## src/rtl/load_store_unit.sv

```systemverilog
// Load/store engine: takes one execute-stage memory request, runs it over a
// valid/ready data bus and returns the extended load result on the writeback port.
//
// state  | meaning
// IDLE   | ready for a new request
// REQ    | mem_valid high, waiting for mem_ready
// WAIT   | load address accepted, waiting for mem_rvalid
// DONE   | one-cycle completion (done, err, writeback)
module load_store_unit #(
    parameter int unsigned TIMEOUT_CYCLES = 0
) (
    input  logic        clk,
    input  logic        rst,

    input  logic        req_valid_i,
    output logic        req_ready_o,
    input  logic        req_wen_i,
    input  logic [2:0]  req_funct3_i,
    input  logic [31:0] req_addr_i,
    input  logic [31:0] req_wdata_i,
    input  logic [4:0]  req_rd_i,

    output logic        mem_valid_o,
    input  logic        mem_ready_i,
    output logic [31:0] mem_addr_o,
    output logic        mem_wen_o,
    output logic [3:0]  mem_wmask_o,
    output logic [31:0] mem_wdata_o,
    input  logic        mem_rvalid_i,
    input  logic [31:0] mem_rdata_i,

    output logic        wb_valid_o,
    output logic [4:0]  wb_rd_o,
    output logic [31:0] wb_data_o,
    output logic        done_o,
    output logic        err_o
);

    localparam logic [1:0] S_IDLE = 2'd0;
    localparam logic [1:0] S_REQ  = 2'd1;
    localparam logic [1:0] S_WAIT = 2'd2;
    localparam logic [1:0] S_DONE = 2'd3;

    localparam bit          TO_EN   = (TIMEOUT_CYCLES != 0);
    localparam logic [15:0] TO_LAST = 16'(TIMEOUT_CYCLES) - 16'd1;

    logic [1:0]  state_q, state_d;
    logic        wen_q;
    logic [2:0]  funct3_q;
    logic [31:0] addr_q;
    logic [31:0] wdata_q;
    logic [4:0]  rd_q;
    logic        err_q, err_d;
    logic [31:0] data_q, data_d;
    logic [15:0] cnt_q, cnt_d;

    logic        accept;
    logic        req_fault;
    logic        to_hit;
    logic [3:0]  lane_mask;
    logic [31:0] lane_wdata;
    logic [7:0]  ld_byte;
    logic [15:0] ld_half;
    logic [31:0] ld_result;

    assign accept = (state_q == S_IDLE) && req_valid_i;
    assign to_hit = TO_EN && (cnt_q == TO_LAST);

    // Illegal width encodings and natural-alignment violations fault before any bus traffic.
    always_comb begin
        req_fault = 1'b0;
        case (req_funct3_i)
            3'b000:         req_fault = 1'b0;
            3'b001:         req_fault = req_addr_i[0];
            3'b010:         req_fault = (req_addr_i[1:0] != 2'b00);
            3'b100:         req_fault = req_wen_i;
            3'b101:         req_fault = req_wen_i || req_addr_i[0];
            default:        req_fault = 1'b1;
        endcase
    end

    always_comb begin
        lane_mask  = 4'b1111;
        lane_wdata = wdata_q;
        case (funct3_q[1:0])
            2'b00: begin
                lane_mask  = 4'b0001 << addr_q[1:0];
                lane_wdata = {4{wdata_q[7:0]}};
            end
            2'b01: begin
                lane_mask  = 4'b0011 << addr_q[1:0];
                lane_wdata = {2{wdata_q[15:0]}};
            end
            default: begin
                lane_mask  = 4'b1111;
                lane_wdata = wdata_q;
            end
        endcase
    end

    always_comb begin
        ld_byte = mem_rdata_i[7:0];
        case (addr_q[1:0])
            2'd0: ld_byte = mem_rdata_i[7:0];
            2'd1: ld_byte = mem_rdata_i[15:8];
            2'd2: ld_byte = mem_rdata_i[23:16];
            2'd3: ld_byte = mem_rdata_i[31:24];
            default: ld_byte = mem_rdata_i[7:0];
        endcase
        ld_half = addr_q[1] ? mem_rdata_i[31:16] : mem_rdata_i[15:0];
        case (funct3_q)
            3'b000:  ld_result = {{24{ld_byte[7]}}, ld_byte};
            3'b001:  ld_result = {{16{ld_half[15]}}, ld_half};
            3'b100:  ld_result = {24'd0, ld_byte};
            3'b101:  ld_result = {16'd0, ld_half};
            default: ld_result = mem_rdata_i;
        endcase
    end

    always_comb begin
        state_d = state_q;
        err_d   = err_q;
        data_d  = data_q;
        cnt_d   = cnt_q;
        case (state_q)
            S_IDLE: begin
                if (accept) begin
                    cnt_d   = 16'd0;
                    err_d   = req_fault;
                    data_d  = 32'd0;
                    state_d = req_fault ? S_DONE : S_REQ;
                end
            end
            S_REQ: begin
                cnt_d = cnt_q + 16'd1;
                if (mem_ready_i) begin
                    if (wen_q) begin
                        state_d = S_DONE;
                    end else if (mem_rvalid_i) begin
                        data_d  = ld_result;
                        state_d = S_DONE;
                    end else begin
                        state_d = S_WAIT;
                    end
                end else if (to_hit) begin
                    err_d   = 1'b1;
                    state_d = S_DONE;
                end
            end
            S_WAIT: begin
                cnt_d = cnt_q + 16'd1;
                if (mem_rvalid_i) begin
                    data_d  = ld_result;
                    state_d = S_DONE;
                end else if (to_hit) begin
                    err_d   = 1'b1;
                    state_d = S_DONE;
                end
            end
            default: begin
                state_d = S_IDLE;
            end
        endcase
    end

    always_ff @(posedge clk) begin
        if (rst) begin
            state_q  <= S_IDLE;
            wen_q    <= 1'b0;
            funct3_q <= 3'd0;
            addr_q   <= 32'd0;
            wdata_q  <= 32'd0;
            rd_q     <= 5'd0;
            err_q    <= 1'b0;
            data_q   <= 32'd0;
            cnt_q    <= 16'd0;
        end else begin
            state_q <= state_d;
            err_q   <= err_d;
            data_q  <= data_d;
            cnt_q   <= cnt_d;
            if (accept) begin
                wen_q    <= req_wen_i;
                funct3_q <= req_funct3_i;
                addr_q   <= req_addr_i;
                wdata_q  <= req_wdata_i;
                rd_q     <= req_rd_i;
            end
        end
    end

    // Bus and writeback outputs decode only registered state, never req_* directly.
    assign req_ready_o = (state_q == S_IDLE);
    assign mem_valid_o = (state_q == S_REQ);
    assign mem_addr_o  = {addr_q[31:2], 2'b00};
    assign mem_wen_o   = mem_valid_o && wen_q;
    assign mem_wmask_o = (mem_valid_o && wen_q) ? lane_mask : 4'd0;
    assign mem_wdata_o = lane_wdata;
    assign done_o      = (state_q == S_DONE);
    assign err_o       = done_o && err_q;
    assign wb_valid_o  = done_o && !err_q && !wen_q && (rd_q != 5'd0);
    assign wb_rd_o     = wb_valid_o ? rd_q : 5'd0;
    assign wb_data_o   = wb_valid_o ? data_q : 32'd0;

endmodule

```

## config.mk

```make
export PLATFORM = sky130hd
export DESIGN_NAME = load_store_unit
export DESIGN_NICKNAME = d
export VERILOG_FILES = /design/src/rtl/load_store_unit.sv
export SDC_FILE = /design/constraint.sdc
export NUM_CORES = 1
export LEC_CHECK = 0
export CORE_AREA = 2 2 121 123
export DETAILED_ROUTE_END_ITERATION = 12
export DIE_AREA = 0 0 123 125
export PLACE_DENSITY = 0.76
export SLEW_MARGIN = 20
export SYNTH_ARGS = -nofsm -noshare
export SYNTH_HDL_FRONTEND = slang
export SYNTH_SLANG_ARGS = --single-unit
```

## constraint.sdc

```tcl
create_clock -name clk -period 1.95 [get_ports clk]
set_input_delay 0.39 -clock clk [delete_from_list [all_inputs] [get_ports clk]]
set_output_delay 0.39 -clock clk [all_outputs]
set_load 0.005 [all_outputs]
```

# Word-level counts from Yosys, hierarchy flattened
# Cells that the tools add are included.
[totals]
register_bits = 108
input_bits = 110
out_inout_bits = 111
elab_cells = 69
[op_classes]
eq_ne = 18
n_shift = 2
n_mux = 21
n_reduce_logical = 20
[ops]
columns = ["operator", "n"]
rows = [
  ["$mux 32", 5],
  ["$pmux 32 s4", 1],
  ["$pmux 32 s3", 1],
  ["$pmux 32 s2", 1],
  ["$pmux 8 s4", 1],
  ["$mux 16", 1],
  ["$eq 3x3->1 const B", 4],
  ["$eq 2x2->1 const B", 4],
  ["$mux 2", 4],
  ["$pmux 4 s2", 1],
  ["$eq 2x1->1 const B", 3],
  ["$eq 3x1->1 const B", 2],
  ["$logic_and 1x1->1", 6],
  ["$logic_not 2->1", 3],
  ["$logic_not 3->1", 2],
  ["$pmux 2 s3", 1],
  ["$mux 5", 1],
  ["$pmux 1 s5", 1],
  ["$reduce_bool 5->1", 1],
  ["$mux 4", 1],
  ["$ne 2x1->1 const B", 2],
  ["$ne 2x2->1 const B", 2],
  ["$reduce_and 4->1", 1],
  ["$shl 1x2->4 const A", 1],
  ["9 further kinds", 11],
]

# Longest topological paths before layout
# Gate-level depths: netlist of run 1.
[depth]
word_depth = 7
mapped_depth = 8
mapped_depth_nobuf = 6

# Least setup slack after synthesis of run 1
# OpenSTA, ideal clock, no wires.
[synth_path]
path_type = "register to register"
from = "register state_q[0]"
to = "register data_q[14]"
setup_ns = 0.117
t_arrival_ns = 1.692
t_required_ns = 1.833
setup_slack_ns = 0.140
path_stages_with_launch = 9
n_path_buf = 2
synth_period_minus_slack_ns = 1.810
path_cell_list = "dfxtp_1 > inv_1 > ha_1 > nand2b_1 > o2111a_1 > and3_1 > buf_2 > buf_2 > a32o_1"
[synth_via]
elab_chain_cells = 4
elab_cells_between_ends = 10
cone_classes = "eq/ne (5); mux (1); reduce/logical (4)"
[synth_rtl]
columns = ["item", "line_no", "source"]
rows = [
  ["start, declared", "47", "logic [1:0] state_q, state_d;"],
  ["start signal, assigned", "178", "state_q <= state_d;"],
  ["$logic_not 2->1", "66, 125", ""],
  ["$logic_and 1x1->1", "66", "assign accept = (state_q == S_IDLE) && req_valid_i;"],
  ["$ne 2x1->1 (no source line)", "n/a", ""],
  ["$reduce_and 4->1 (no source line)", "n/a", ""],
  ["end signal, assigned", "180", "data_q <= data_d;"],
  ["end, declared", "54", "logic [31:0] data_q, data_d;"],
]
# Several ways; a longest one is shown, not always the timed one.
# A chain may end at the register's enable or synchronous reset.

# Worst setup path after layout of run 1
[layout_path]
from = "register state_q[1]"
to = "output port wb_rd_o[0]"
[layout_via]
elab_chain_cells = 5
[layout_rtl]
columns = ["item", "line_no", "source"]
rows = [
  ["$eq 2x2->1", "199", "assign done_o = (state_q == S_DONE);"],
  ["$logic_and 1x1->1 (3 in a row)", "201", "assign wb_valid_o = done_o && !err_q && !wen_q && (rd_q != 5'd0);"],
  ["$mux 5", "202", "assign wb_rd_o = wb_valid_o ? rd_q : 5'd0;"],
  ["end, declared", "33", "output logic [4:0] wb_rd_o,"],
]
# Every way passes these cells.

==> metrics.md, run 1 <==
| Metric | Value |
|---|---|
| Status | `finished with violations` |
| Failing checks | `setup timing` |
| Layout cells sized above 1 | `20.1%` |
| Total core area | `14200 um^2` |
| Final-report max-slew violation count | `0` |
| Final Util | `58.5%` |
| Crit-path max FO | `17` |
| Synth top cells by count | `nand2_1 (177), dfxtp_1 (108), a21oi_1 (83)` |
| Initial DRC Count | `447` |
| GR Overflow Total | `0` |
| Cells after DPL | `1022` |
| Gpl congestion | `0.878` |
| Synth area leader | `dfxtp_1` |
| HP Class | `register to register` |
| Final TNS setup | `-1.26 ns` |
| Post-synthesis xor/xnor area fraction | `0%` |
| Die ar. | `15400 um^2` |
| Syn Area/Cell | `8.02 um^2` |
| Number of global-route vias before repair | `4955` |
| Worst skew pair latency | `0.35 ns` |
| CTS Buf Count | `9` |
| Top cell type's share of synthesized area | `40.1%` |
| Pre-CTS setup slack | `-0.152 ns` |
| Initial Utilization | `38.0%` |
| CP startpoint kind | `register` |
| Number of max-cap violations | `0` |
| Largest net degree at the start of global routing | `78` |
| P_leak | `3.49 nW` |
| CP Data Required Time | `1.56 ns` |
| PortBufs | `218` |
| Count leader, synth | `nand2_1` |
| Worst path arrival time | `1.71 ns` |
| Post-Syn Area | `5390 um^2` |
| Register area | `2170 um^2` |
| Htree depth | `3` |
| Clock-pin slew on the worst setup and hold paths | `0.07 ns` |
| Clk sinks | `108` |
| GRT Total Usage | `21.4%` |
| Drt pass-1 iters | `8` |
| DR vias | `5344` |
| Die H | `125 um` |
| Worst VDD drop | `0.000529 V` |
| TritonCTS clock tree | `built` |
| First-pass GRT wire length | `25900 um` |
| Final worst path period share | `108%` |
| Main combinational cell family by area after synthesis | `simple AND/OR/NAND/NOR gates` |
| Final critical-path required period | `2.10 ns` |
| Final WS setup | `-0.148 ns` |
| Post-Synth Adder-Cell Area | `0.928%` |
| Final Hold Violating Endpoints | `0` |
| Synth area leaders | `dfxtp_1 (40%), nand2_1 (12%), a21oi_1 (7.7%)` |
| Via-to-Cell Ratio | `5.07` |
| Diodes inserted | `0` |
| Routed wire length | `17000 um` |
| Die W | `123 um` |
| Hold depth | `2` |
| CP Capture Type | `output port` |
| Pwr Density | `1000 nW/um^2` |
| Seq/Total Area, Yosys | `40.1%` |
| HPWL Detailed | `11700 um` |
| Area grow syn2layout | `54.1%` |
| Mapped Cells | `672` |
| Clk_skew | `0.00594 ns` |
| Root buf cell | `clkbuf_16` |
| Critical path class | `register to output port` |
| Fmax | `0.477 GHz` |
| Post-synthesis mux area share | `8.68%` |
| Post-detailed-route count of antenna-violating nets | `0` |
| Drc violations | `0` |
| Final-report setup violation count | `27` |
| FFs w/ async S/R, synth | `0%` |
| FILL cells | `1286` |
| Post-synthesis simple-gate area fraction | `22.0%` |
| Final std cells w/o fill | `1055` |
| Post-synthesis register bit count | `108` |
| R2r worst-path depth | `9` |
| Initial antenna violation count | `0` |
| Core Rows | `44` |
| Multi-input combinational cell area | `2830 um^2` |
| Post-synth EDFFs | `0` |
| Final #Nets | `980` |
| RSZ-0062 raised after global routing | `true` |
| Synth cell types | `41` |
| CTS Hold Buffers Added | `0` |
| IO Count | `221` |
| Main synth FF type | `dfxtp_1` |
| WL per Instance | `16.1 um` |
| Post-synthesis compound-gate area fraction | `18.0%` |
| Ys Warns | `0` |
| CTS max path bufs | `2` |
-- metal layers --
layer / track usage (%) / part of all wire (%)
met1: 26.5 / 40
met5: 0 / 0
met4: 7.82 / 2.8
met3: 8.62 / 11
met2: 33.2 / 46
-- power breakdown --
group          internal (mW)  switching (mW)  total (mW)
Clock                   1.16           0.822        1.98
Sequential              2.69           0.319        3.01
Combinational           1.75            1.56        3.31
Total                   5.61            2.70        8.31
-- stage by stage --
step                      hold WS, ns  power [mW]  instance area [um^2]
final                           0.453        8.31                  8310
after global routing            0.471        8.80                  8310
after global placement          0.436        6.06                  7690
after CTS                       0.455        8.21                  8150
after detailed placement        0.440        6.11                  7690
after floorplan                 0.424        4.72                  5400
-- cell families (layout without fill, tap and decap cells) --
group                    after synthesis  count (layout)
AND/OR/NAND/NOR                      269             269
AO/OA/AOI/OAI                        149             149
other                                  1               2
buffers and inverters                 99             297
adder cells (fa/ha/maj)                4               4
flip-flops                           108             108
multiplexers                          42              42
-- state kept, by name, indices dropped and copies added (netlist names) --
register,flops
data_q,32
wen_q,1
err_q,1
rd_q,5
state_q,2
funct3_q,3
addr_q,32
wdata_q,32
-- critical path, stage by stage, from the launching register on --
cell and delay (ns):
dfxtp_2 0.35, ha_4 0.16, nand2_4 0.05, a21oi_4 0.18
buf_6 0.14, clkbuf_16 0.15, and2_1 0.12, clkdlybuf4s15_2 0.20
-- cell type report --
type / instances / share of cell area [%]
clock inverter: 4 / 0.873
clock buffer: 12 / 2.97
inverter: 10 / 0.452
sequential: 108 / 26.2
timing repair buffer: 271 / 32.7
multi-input combinational: 466 / 34.1
tap: 184 / 2.77
-- cell usage in the layout, fill, tap and decap left out, types with 3 or more instances in the layout --
cell	instances
buf_12	11
dlymetal6s2s_1	8
clkbuf_16	11
inv_1	9
nor2_1	23
mux2_2	19
nand2_1	174
and3_1	3
nor2_4	3
clkdlybuf4s50_1	147
o21ai_1	5
a22o_1	8
mux2i_1	16
nand2b_1	12
buf_2	9
clkdlybuf4s15_2	3
a32o_1	8
buf_6	27
dfxtp_1	102
o21ai_0	13
nor2b_1	7
and2_1	25
dlygate4sd2_1	12
a21oi_1	80
mux2_4	6
clkdlybuf4s15_1	8
a222oi_1	6
o2bb2ai_1	16
buf_4	27
clkbuf_2	15
and2_4	10
dfxtp_2	4
-- timing repair --
| action | CTS | global route |
|---|---|---|
| gates cloned | 0 | 3 |
| gates resized for setup | 164 | 103 |
| setup buffers | 12 | 2 |
| setup endpoints to repair | 70 | 60 |
| pin swaps | 0 | 13 |
-- final timing paths --
path	startpoint	to	slack (ns)
max	state_q[1]	wb_rd_o[0]	-0.15
min	wdata_q[18]	wdata_q[18]	0.45
max reg2reg	state_q[1]	data_q[10]	0.05
min reg2reg	wdata_q[18]	wdata_q[18]	0.45
Power figures use the tool's default switching activity.
==> inputs of run 2 (changes only) <==
Settings changed: GPL_TIMING_DRIVEN set to 0.
==> run 2 against run 1 <==
Net effect:
- the flow still finishes with violations (setup timing)
- wire length increased by 13%
- register-to-register slack about the same
- power increased by 4.6%
- non-clock buffer count increased by 73
- sequential power about the same
- critical path depth increased by 2
- hold slack improved by 0.0012 ns
- first-iteration DRC count increased by 6.5%
- critical path type unchanged
- critical endpoint is now wb_data_o[14]
==> metrics.md, run 2 (synthesis results as in run 1) <==
| Metric | Value |
|---|---|
| Status | `finished with violations` |
| Failing checks | `setup timing` |
| Sw Pwr | `2.92 mW (+8.1%)` |
| Hold depth | `2 (unchanged)` |
| Worst reg2reg startpoint | `state_q[1]` |
| RSZ-0062 raised after global routing | `true` |
| Initial DRC Count | `476 (+6.5%)` |
| CTS Buf Count | `9 (unchanged)` |
| Reg2Reg Capture Point | `data_q[7]` |
| Most Crowded Layer GR | `met2` |
| TritonCTS clock tree | `built` |
| IO Count | `221 (unchanged)` |
| Internal power | `5.77 mW (+2.8%)` |
| Final worst path period share | `107% (-0.46 points)` |
| Critical path class | `register to output port` |
| CP top delay family | `buffers and inverters` |
| CP max-delay cell | `dfxtp_4` |
| CP Capture Type | `output port` |
| WP buf/inv | `5 (+2)` |
| DR vias | `5719 (+7.0%)` |
| Worst VDD drop | `0.000598 V (+13%)` |
| Area grow syn2layout | `65.2%` |
| Global Route met3 Usage | `7.57% (-1.0 points)` |
| Worst path arrival time | `1.70 ns (about the same)` |
| Measured slew at the worst slew-check pin | `0.660 ns` |
| Seq pwr share | `35.0% (-1.2 points)` |
| Final-report max-slew violation count | `0 (unchanged)` |
| First-pass GRT wire length | `29500 um (+14%)` |
| Post-detailed-route count of antenna-violating nets | `0 (unchanged)` |
| Layout cells sized above 1 | `29.5% (+9.4 points)` |
| Clk_skew | `0.0109 ns (+0.00496 ns)` |
| Largest regs | `addr_q (32), data_q (32), wdata_q (32)` |
| Clock-pin slew on the worst setup and hold paths | `0.07 ns (about the same)` |
| Via-to-Cell Ratio | `5.07 (+0.18%)` |
| HP Class | `register to register` |
| Initial Utilization | `38.0% (unchanged)` |
| Routed wire length | `19200 um (+13%)` |
| R2r worst-path depth | `8 (-1)` |
| Root buf cell | `clkbuf_16` |
| Die H | `125 um (unchanged)` |
| Diodes inserted | `0 (unchanged)` |
| Clk sinks | `108 (unchanged)` |
| Number of max-cap violations | `0 (unchanged)` |
| CP Data Required Time | `1.56 ns (about the same)` |
| Commonest non-fill, non-tap cell in the layout | `nand2_1` |
| Cells after DPL | `1074 (+5.1%)` |
| Final WS setup | `-0.139 ns (+0.00892 ns)` |
| Final #Nets | `1053 (+7.4%)` |
| Die W | `123 um (unchanged)` |
| WL per Instance | `17.0 um (+5.5%)` |
| Crit-path max FO | `5 (-12)` |
| Power, Total | `8.69 mW (+4.6%)` |
| Initial antenna violation count | `0 (unchanged)` |
| Most frequent CP cell | `buf_6` |
| Final Hold Violating Endpoints | `0 (unchanged)` |
| Worst path max stage delay | `0.37 ns (+0.02 ns)` |
| Die ar. | `15400 um^2 (unchanged)` |
| Commonest non-fill, non-tap cells in the layout | `nand2_1 (171), clkdlybuf4s50_1 (149), dfxtp_1 (102)` |
| Met2 GRT Util | `40.9% (+7.7 points)` |
| PortBufs | `217 (-0.46%)` |
| Largest net degree at the start of global routing | `16 (-79%)` |
| Reg-to-reg slack, setup | `0.06 ns (about the same)` |
| Total core area | `14200 um^2 (unchanged)` |
| CP startpoint kind | `register` |
| HPWL Detailed | `13500 um (+15%)` |
| WHS Endpoint | `addr_q[28]` |
| Drt pass-1 iters | `6 (-2)` |
| Pwr Density | `975 nW/um^2 (-2.5%)` |
| Clock share of power | `22.1% (-1.8 points)` |
| CTS max path bufs | `2 (unchanged)` |
| P_leak | `3.80 nW (+8.8%)` |
| Drc violations | `0 (unchanged)` |
| GRT Total Usage | `24.6% (+3.3 points)` |
| Switching share of power | `33.6% (+1.1 points)` |
| Worst Hold Launch | `addr_q[28]` |
| Final critical-path required period | `2.09 ns (-0.00892 ns)` |
| Htree depth | `3 (unchanged)` |
| GR Overflow Total | `0 (unchanged)` |
| Max transition margin | `55.9%` |
| Fmax | `0.479 GHz (+0.43%)` |
| Worst skew pair latency | `0.36 ns (about the same)` |
| Number of global-route vias before repair | `5546 (+12%)` |
| Final-report setup violation count | `40 (+48%)` |
| Met1 usage | `30.4% (+3.9 points)` |
| Final std cells w/o fill | `1127 (+6.8%)` |
| Combinational power share | `43.0% (+3.1 points)` |
| Gpl congestion | `0.822 (-6.3%)` |
| Crit path cell chain | `ha_4 > nand2_4 > a21oi_4 > buf_12 > buf_6 > buf_8 > buf_6 > and2_4 > buf_6` |
| Core Rows | `44 (unchanged)` |
## run 2: cell count changes in the layout (fill, tap and decap cells not counted), moves of 4 or more
cell,before,now
o21ai_2,0,5
clkbuf_1,2,11
dlygate4sd2_1,12,1
mux2_2,19,14
buf_12,11,5
buf_4,27,63
buf_6,27,55
and2_1,25,9
dlymetal6s2s_1,8,4
and2_4,10,27
buf_2,9,26
mux2_4,6,11
## run 2: worst max-delay path by stage
| stage | startpoint | end | slack [ns] | cells after the start |
|---|---|---|---|---|
| after floorplan | state_q[0] | data_q[14] | 0.14 | 8 |
| after global placement | state_q[0] | wb_data_o[15] | -0.82 | 6 |
| after detailed placement | state_q[0] | wb_data_o[13] | -0.84 | 6 |
| after CTS | state_q[1] | wb_data_o[16] | -0.19 | 9 |
| after global routing | state_q[0] | wb_data_o[14] | -0.22 | 9 |
| final | state_q[0] | wb_data_o[14] | -0.14 | 9 |
## run 2: cell type report
cell class / instances / area (um^2)
inverters: 10 / 41.3
repair buffers: 262 / 2560
well taps: 184 / 230
plain buffers: 82 / 623
clock buffers: 14 / 274
flip-flops and latches: 108 / 2180
fillers: 1188 / 5290
clock inverters: 1 / 30.0
multi-input cells: 466 / 2970
## run 2: worst reg2reg max path, delay by kind of cell (launching register included)
family / cells / cell delay, ns
adder cells (fa/ha/maj): 1 / 0.18
flip-flops: 1 / 0.36
buffers and inverters: 4 / 0.59
AO/OA/AOI/OAI: 2 / 0.48
AND/OR/NAND/NOR: 1 / 0.23
## run 2: metrics by stage
step | TNS [ns] | util, % | setup WS, ns | instance area, um^2 | hold WS [ns]
5_1_grt | -5.95 | 62.7 | -0.221 | 8910 | 0.472
2_1_floorplan | 0 | - | 0.140 | 5400 | 0.424
4_1_cts | -4.83 | 61.7 | -0.192 | 8770 | 0.456
6_report | -2.51 | 62.7 | -0.139 | 8910 | 0.454
3_5_place_dp | -59.49 | 54.9 | -0.836 | 7800 | 0.443
3_3_place_gp | -58.12 | 54.9 | -0.824 | 7800 | 0.439
## run 2: per-layer routing
metal,vias to the layer above,share of wire [%]
li1,2751,-
met1,2672,41
met2,260,47
met3,36,9.3
met4,0,2.5
met5,-,0
## run 2: power by group through the flow
stage          Sequential, mW  Clock, mW  Combinational, mW
4_1_cts                  3.02       1.95               3.55
6_report                 3.04       1.92               3.73
2_1_floorplan            2.93          0               1.79
3_5_place_dp             3.02          0               3.07
5_1_grt                  3.10       2.07               4.02
3_3_place_gp             3.01          0               3.04
## run 2: repair_timing
| item | 4_1_cts | 5_1_grt |
|---|---|---|
| hold buffers | 0 | 0 |
| setup endpoints to repair | 160 | 110 |
| gates resized for setup | 382 | 81 |
| setup buffers | 34 | 11 |
| gates cloned | 4 | 1 |
| pin swaps | 31 | 13 |
